==> src/rtl/rbcp_hub_pkg.sv <==
// Shared types and constants for the RBCP-to-Wishbone hub.
package rbcp_hub_pkg;

  typedef enum logic [1:0] {
    IDLE = 2'd0,
    BUS  = 2'd1,
    RESP = 2'd2
  } hub_state_e;

  localparam logic [7:0] TMO_RD_DATA  = 8'hEE;
  localparam logic [7:0] MISS_RD_DATA = 8'h00;
  localparam int         REGION_W     = 16;

  // Error counter increment that sticks at all-ones instead of wrapping.
  function automatic logic [7:0] sat_inc8(input logic [7:0] v);
    return (v == 8'hFF) ? v : v + 8'd1;
  endfunction

endpackage

==> src/rtl/rbcp_hub_decode.sv <==
// Region decoder: compares the RBCP region code against every slave base
// and picks the lowest matching index as a one-hot select.
module rbcp_hub_decode
  import rbcp_hub_pkg::*;
#(
  parameter int                            NUM_SLV  = 8,
  parameter logic [NUM_SLV*REGION_W-1:0]   SLV_BASE = {NUM_SLV{16'h0}}
) (
  input  logic [REGION_W-1:0] region,
  output logic                hit,
  output logic [NUM_SLV-1:0]  sel
);

  // Priority search: once a slave has matched, higher indices are ignored.
  always_comb begin
    // NOTE: every output of a combinational block gets a default first so
    // no path leaves it unassigned and a latch is never inferred.
    hit = 1'b0;
    sel = '0;
    for (int k = 0; k < NUM_SLV; k++) begin
      if (!hit && (region == SLV_BASE[k*REGION_W +: REGION_W])) begin
        hit    = 1'b1;
        sel[k] = 1'b1;
      end
    end
  end

endmodule

==> src/rtl/rbcp_wb_hub.sv <==
// RBCP to multi-slave Wishbone hub. One RBCP access at a time is decoded to
// a slave by address region, run as a single Wishbone cycle and answered
// with a one-cycle RBCP_ACK. Failed accesses bump a saturating ERR_CNT.
// Optional: define RBCP_HUB_TIMEOUT_EN to abandon a bus phase that sees no
// acknowledge within TMO_CYC cycles (answered with read data 8'hEE).
module rbcp_wb_hub
  import rbcp_hub_pkg::*;
#(
  parameter int                            NUM_SLV  = 8,
  parameter logic [NUM_SLV*REGION_W-1:0]   SLV_BASE = {NUM_SLV{16'h0}},
  parameter int                            TMO_CYC  = 255
) (
  input  logic                   CLK,
  input  logic                   RST,
  input  logic                   RBCP_ACT,
  input  logic [31:0]            RBCP_ADDR,
  input  logic                   RBCP_WE,
  input  logic                   RBCP_RE,
  input  logic [7:0]             RBCP_WD,
  output logic [7:0]             RBCP_RD,
  output logic                   RBCP_ACK,
  output logic                   WB_CYC,
  output logic [NUM_SLV-1:0]     WB_STB,
  output logic                   WB_WE,
  output logic [15:0]            WB_ADR,
  output logic [7:0]             WB_DAT_O,
  input  logic [NUM_SLV*8-1:0]   WB_DAT_I,
  input  logic [NUM_SLV-1:0]     WB_ACK,
  output logic [7:0]             ERR_CNT
);

  hub_state_e           state_q, state_d;
  logic                 cyc_q, cyc_d;
  logic [NUM_SLV-1:0]   stb_q, stb_d;
  logic                 we_q, we_d;
  logic [15:0]          adr_q, adr_d;
  logic [7:0]           dato_q, dato_d;
  logic                 ack_q, ack_d;
  logic [7:0]           rd_q, rd_d;
  logic [7:0]           err_q, err_d;

  logic                 dec_hit;
  logic [NUM_SLV-1:0]   dec_sel;
  logic                 sel_ack;
  logic [7:0]           sel_dat;

  rbcp_hub_decode #(
    .NUM_SLV  (NUM_SLV),
    .SLV_BASE (SLV_BASE)
  ) u_decode (
    .region (RBCP_ADDR[31:16]),
    .hit    (dec_hit),
    .sel    (dec_sel)
  );

  // Only the acknowledge of the strobed slave counts; the rest are ignored.
  assign sel_ack = |(WB_ACK & stb_q);

  // Read-data mux driven by the registered one-hot strobe.
  always_comb begin
    sel_dat = '0;
    for (int k = 0; k < NUM_SLV; k++) begin
      if (stb_q[k]) sel_dat = sel_dat | WB_DAT_I[k*8 +: 8];
    end
  end

`ifdef RBCP_HUB_TIMEOUT_EN
  localparam logic [15:0] TMO_LAST = 16'(TMO_CYC - 1);
  logic [15:0] tmo_q, tmo_d;
`else
  logic [15:0] unused_tmo;
  assign unused_tmo = 16'(TMO_CYC);
`endif

  // Next-state and next-output logic; all outputs are registered.
  always_comb begin
    state_d = state_q;
    cyc_d   = cyc_q;
    stb_d   = stb_q;
    we_d    = we_q;
    adr_d   = adr_q;
    dato_d  = dato_q;
    ack_d   = 1'b0;
    rd_d    = 8'h00;
    err_d   = err_q;
`ifdef RBCP_HUB_TIMEOUT_EN
    tmo_d   = tmo_q;
`endif
    case (state_q)
      IDLE: begin
        if (RBCP_ACT && (RBCP_WE || RBCP_RE)) begin
          we_d   = RBCP_WE;
          adr_d  = RBCP_ADDR[15:0];
          dato_d = RBCP_WD;
          if (dec_hit) begin
            state_d = BUS;
            cyc_d   = 1'b1;
            stb_d   = dec_sel;
`ifdef RBCP_HUB_TIMEOUT_EN
            tmo_d   = '0;
`endif
          end else begin
            state_d = RESP;
            ack_d   = 1'b1;
            rd_d    = MISS_RD_DATA;
            err_d   = sat_inc8(err_q);
          end
        end
      end
      BUS: begin
        // A dropped session wins over a coincident acknowledge.
        if (!RBCP_ACT) begin
          state_d = IDLE;
          cyc_d   = 1'b0;
          stb_d   = '0;
        end else if (sel_ack) begin
          state_d = RESP;
          cyc_d   = 1'b0;
          stb_d   = '0;
          ack_d   = 1'b1;
          rd_d    = we_q ? 8'h00 : sel_dat;
        end
`ifdef RBCP_HUB_TIMEOUT_EN
        else if (tmo_q == TMO_LAST) begin
          state_d = RESP;
          cyc_d   = 1'b0;
          stb_d   = '0;
          ack_d   = 1'b1;
          rd_d    = TMO_RD_DATA;
          err_d   = sat_inc8(err_q);
        end else begin
          tmo_d = tmo_q + 16'd1;
        end
`endif
      end
      RESP:    state_d = IDLE;
      default: state_d = IDLE;
    endcase
  end

  // State and output registers with synchronous active-high reset.
  always_ff @(posedge CLK) begin
    // NOTE: sequential state uses non-blocking assignments so every register
    // samples the pre-edge value of every other register.
    if (RST) begin
      state_q <= IDLE;
      cyc_q   <= 1'b0;
      stb_q   <= '0;
      we_q    <= 1'b0;
      adr_q   <= '0;
      dato_q  <= '0;
      ack_q   <= 1'b0;
      rd_q    <= '0;
      err_q   <= '0;
    end else begin
      state_q <= state_d;
      cyc_q   <= cyc_d;
      stb_q   <= stb_d;
      we_q    <= we_d;
      adr_q   <= adr_d;
      dato_q  <= dato_d;
      ack_q   <= ack_d;
      rd_q    <= rd_d;
      err_q   <= err_d;
    end
  end

`ifdef RBCP_HUB_TIMEOUT_EN
  // Bus-phase cycle counter, cleared on every bus-phase entry.
  always_ff @(posedge CLK) begin
    if (RST) tmo_q <= '0;
    else     tmo_q <= tmo_d;
  end
`endif

  assign RBCP_ACK = ack_q;
  assign RBCP_RD  = rd_q;
  assign WB_CYC   = cyc_q;
  assign WB_STB   = stb_q;
  assign WB_WE    = we_q;
  assign WB_ADR   = adr_q;
  assign WB_DAT_O = dato_q;
  assign ERR_CNT  = err_q;

endmodule

==> config.mk <==
export PLATFORM = sky130hd
export DESIGN_NAME = rbcp_wb_hub
export DESIGN_NICKNAME = d
export VERILOG_FILES = /design/src/rtl/rbcp_hub_pkg.sv /design/src/rtl/rbcp_hub_decode.sv /design/src/rtl/rbcp_wb_hub.sv
export SDC_FILE = /design/constraint.sdc
export NUM_CORES = 1
export LEC_CHECK = 0
export CORE_MARGIN = 5
export CORE_UTILIZATION = 31
export DETAILED_ROUTE_END_ITERATION = 16
export PLACE_DENSITY = 0.81
export SYNTH_ARGS = -nofsm -noshare
export SYNTH_HDL_FRONTEND = slang
export SYNTH_SLANG_ARGS = --single-unit
==> constraint.sdc <==
create_clock -name CLK -period 2.2 [get_ports CLK]
set_input_delay 0.44 -clock CLK [delete_from_list [all_inputs] [get_ports CLK]]
set_output_delay 0.44 -clock CLK [all_outputs]
set_load 0.01 [all_outputs]
==> results.toml, run 1 <==
[final_layout]
syn2layout_area_growth_pct = 66.3
layout-drive-gt1-share = 0.0898
fin_nets = 440
fin_cells = 398
n_antenna_cell = 0
post-route-util = 0.521

[die]
start_util = 0.313
num_rows = 28
core_area_um2 = 5820
ioPinCount = 168
die_area_um2 = 7510
die_h_um = 86.7
die_w_um = 86.7

[global_routing]
gr-usage-all-layers = 0.136
grt_max_degree = 16
grt_pass1_wl_mm = 8.25
first_global_vias = 1838
grt_overflow = 0
antenna_found_initial = 0

[synthesis]
ys_dominant_reg_cell = "dfxtp_1"
synth_area_leaders = "dfxtp_1, nand2_1, a21oi_1"
synth_top_area_frac = 0.505
ys_async_sr_fraction = 0
yosys-top-cells-count = "nand2_1, dfxtp_1, a21oi_1"
yosys_warnings = 0
synth-edff-count = 0
syn_area_per_cell_um2 = 8.44
synth_top_area_cell = "dfxtp_1"
yosysMostFrequentCell = "nand2_1"
ys_seq_area_frac = 0.505
ys_types = 32
syn_inst = 216
netlist_area_um2 = 1820
ys_ff_latch = 46

[timing]
fmaxAchievable_mhz = 473
fin_crit_ns = 2.12
worst_slew_margin_rel = 0.637
finalSetupViolCount = 0
hold_viol = 0
tightest_slew_ns = 0.543
clock_skew_ns = 0.00719
rsz0062_at_grt = "no"
maxSlewViolCount = 0
period_share = 0.962

[cts]
h-tree-depth = 2
clock_sinks = 46
clk_pin_slew_ns = 0.09
postCtsResizedCells = 0
cts_setup_buffers = 0
clk_latency_ns = 0.29
cts_tree = "done"
cts_root_buf = "clkbuf_8"
holdBufCountCts = 0
clock_path_buffers = 2
cts_buffers = 5

[power]
power.clock.fraction = 0.346
p_sw_frac = 0.233
power_leakage_nw = 1.13
powerDensity_nw_per_um2 = 591
pwr-share-comb = 0.160
p_sw_mw = 0.418
ir_worst_vdd_v = 0.000361
finalPower_mw = 1.79
p_int_mw = 1.37
seqPwrFrac = 0.494

[route]
postRouteAntennaNets = 0
wire_per_inst_um = 13.2
vias = 1879
drcViolationCount = 0
wl_mm = 5.24
routed_via_density = 4.72
drt_pass1_iterations = 4
first_iter_violations = 153

[placed_design]
dp.cells = 390
port_buffers = 97
gp_congestion = 0.780
place_hpwl_mm = 4.04

[worst_setup_path]
worstPathMaxFanout = 9
required_ns = 2.39
worstSetupPathDepth = 5
arrival_ns = 2.31
worstRegToRegCells = 3
crit_chain = "clkdlybuf4s50_1 > inv_2 > or4_4 > nor4_1 > mux2_2"
path_delay_family = "simple AND/OR/NAND/NOR gates"
slowest_stage = "or4_4"
cp-endpoint = "ERR_CNT[3]$_SDFFE_PP0P_"
cp-start-kind = "primary input"
reg2reg_slack_ns = 0.36
end_kind = "register"
reg2reg_from = "state_q[1]$_SDFFE_PP0P_"
r2r_end = "ERR_CNT[3]$_SDFFE_PP0P_"
worstSetupStartpoint = "RBCP_ACT"
path_buf_inv = 2
crit_path_max_incr_delay_ns = 0.55
crit_type = "in2reg"

[min_path]
hp-class = "reg2reg"

[run_status]
status = "finished, final reports clean"

[flow_run]
drv_cap = 0
-- through the flow --
stage | area [µm²] | hold WS [ns] | setup WS (ns) | setup TNS [ns]
after floorplan | 1850 | 0.481 | 0.377 | 0
after global placement | 2920 | 0.441 | -0.199 | -0.644
after detailed placement | 2920 | 0.447 | -0.207 | -0.770
after CTS | 3030 | 0.459 | 0.110 | 0
after global routing | 3030 | 0.481 | 0.0523 | 0
final | 3030 | 0.456 | 0.0839 | 0
-- power by group through the flow --
stage	registers [mW]	clock network, mW	logic (mW)
floorplan	0.916	0	0.0933
global placement	0.901	0	0.286
detailed placement	0.904	0	0.289
CTS	0.884	0.644	0.290
global route	0.889	0.682	0.312
finish	0.884	0.619	0.287
-- cell families (layout without fill, tap and decap cells) --
family	count (synthesis)	after routing	synth area share
mux	3	3	0.0185
buf+inv	22	123	0.0645
compound gates	43	43	0.141
simple gates	100	100	0.262
fa+ha+maj	1	1	0.00686
flops	46	46	0.505
other cells	1	7	0.00206
-- tightest hold or removal path: stages, from the launching register on --
cell	delay, ns
dfxtp_1	0.32
nand2_1	0.05
a21oi_1	0.05
-- cells in the final DEF (no fill, tap or decap), types with 7 or more instances in the layout --
| cell | instances |
|---|---|
| conb_1 | 7 |
| nor4_1 | 8 |
| buf_4 | 15 |
| clkdlybuf4s50_1 | 97 |
| nand2_1 | 56 |
| a21oi_1 | 30 |
| and2_1 | 9 |
| dfxtp_1 | 46 |
-- worst min-delay path by stage --
stage / startpoint / to / slack (ns) / cells after the start
2_1_floorplan: WB_ADR[0]$_SDFFE_PP0P_ / WB_ADR[0]$_SDFFE_PP0P_ / 0.48 / 2
3_3_place_gp: WB_ADR[11]$_SDFFE_PP0P_ / WB_ADR[11]$_SDFFE_PP0P_ / 0.44 / 2
3_5_place_dp: WB_ADR[14]$_SDFFE_PP0P_ / WB_ADR[14]$_SDFFE_PP0P_ / 0.45 / 2
4_1_cts: WB_ADR[14]$_SDFFE_PP0P_ / WB_ADR[14]$_SDFFE_PP0P_ / 0.46 / 2
5_1_grt: WB_ADR[13]$_SDFFE_PP0P_ / WB_ADR[13]$_SDFFE_PP0P_ / 0.48 / 2
6_report: WB_ADR[2]$_SDFFE_PP0P_ / WB_ADR[2]$_SDFFE_PP0P_ / 0.46 / 2
-- final cells by class --
class                           instances  area, µm²
Timing Repair Buffer                  112       1080
Multi-Input combinational cell        154        813
Sequential cell                        46        921
Inverter                                3       11.3
Clock buffer                            5       68.8
Clock inverter                          3       40.0
Tap cell                               75       93.8
Fill cell                             563       2780
-- per-layer routing --
metal  up-vias  track usage  share of wire
met2        76        0.240           0.49
met4         0       0.0326         0.0072
met5         -            0              0
met3         6       0.0504          0.096
met1       855        0.156           0.40
li1        942            -              -
-- sequential cells by signal, indices dropped and copies added, names as in the netlist --
name,cells
WB_CYC,1
WB_WE,1
state_q,2
WB_DAT_O,8
ERR_CNT,8
WB_STB,1
RBCP_ACK,1
RBCP_RD,8
WB_ADR,16
Note: power is estimated with default switching activity, not from simulation.
==> inputs of run 2 (changes only) <==
- SLEW_MARGIN: unset -> 20
==> results of run 2 <==
Final layout, timing and power as in run 1 (identical DEF).
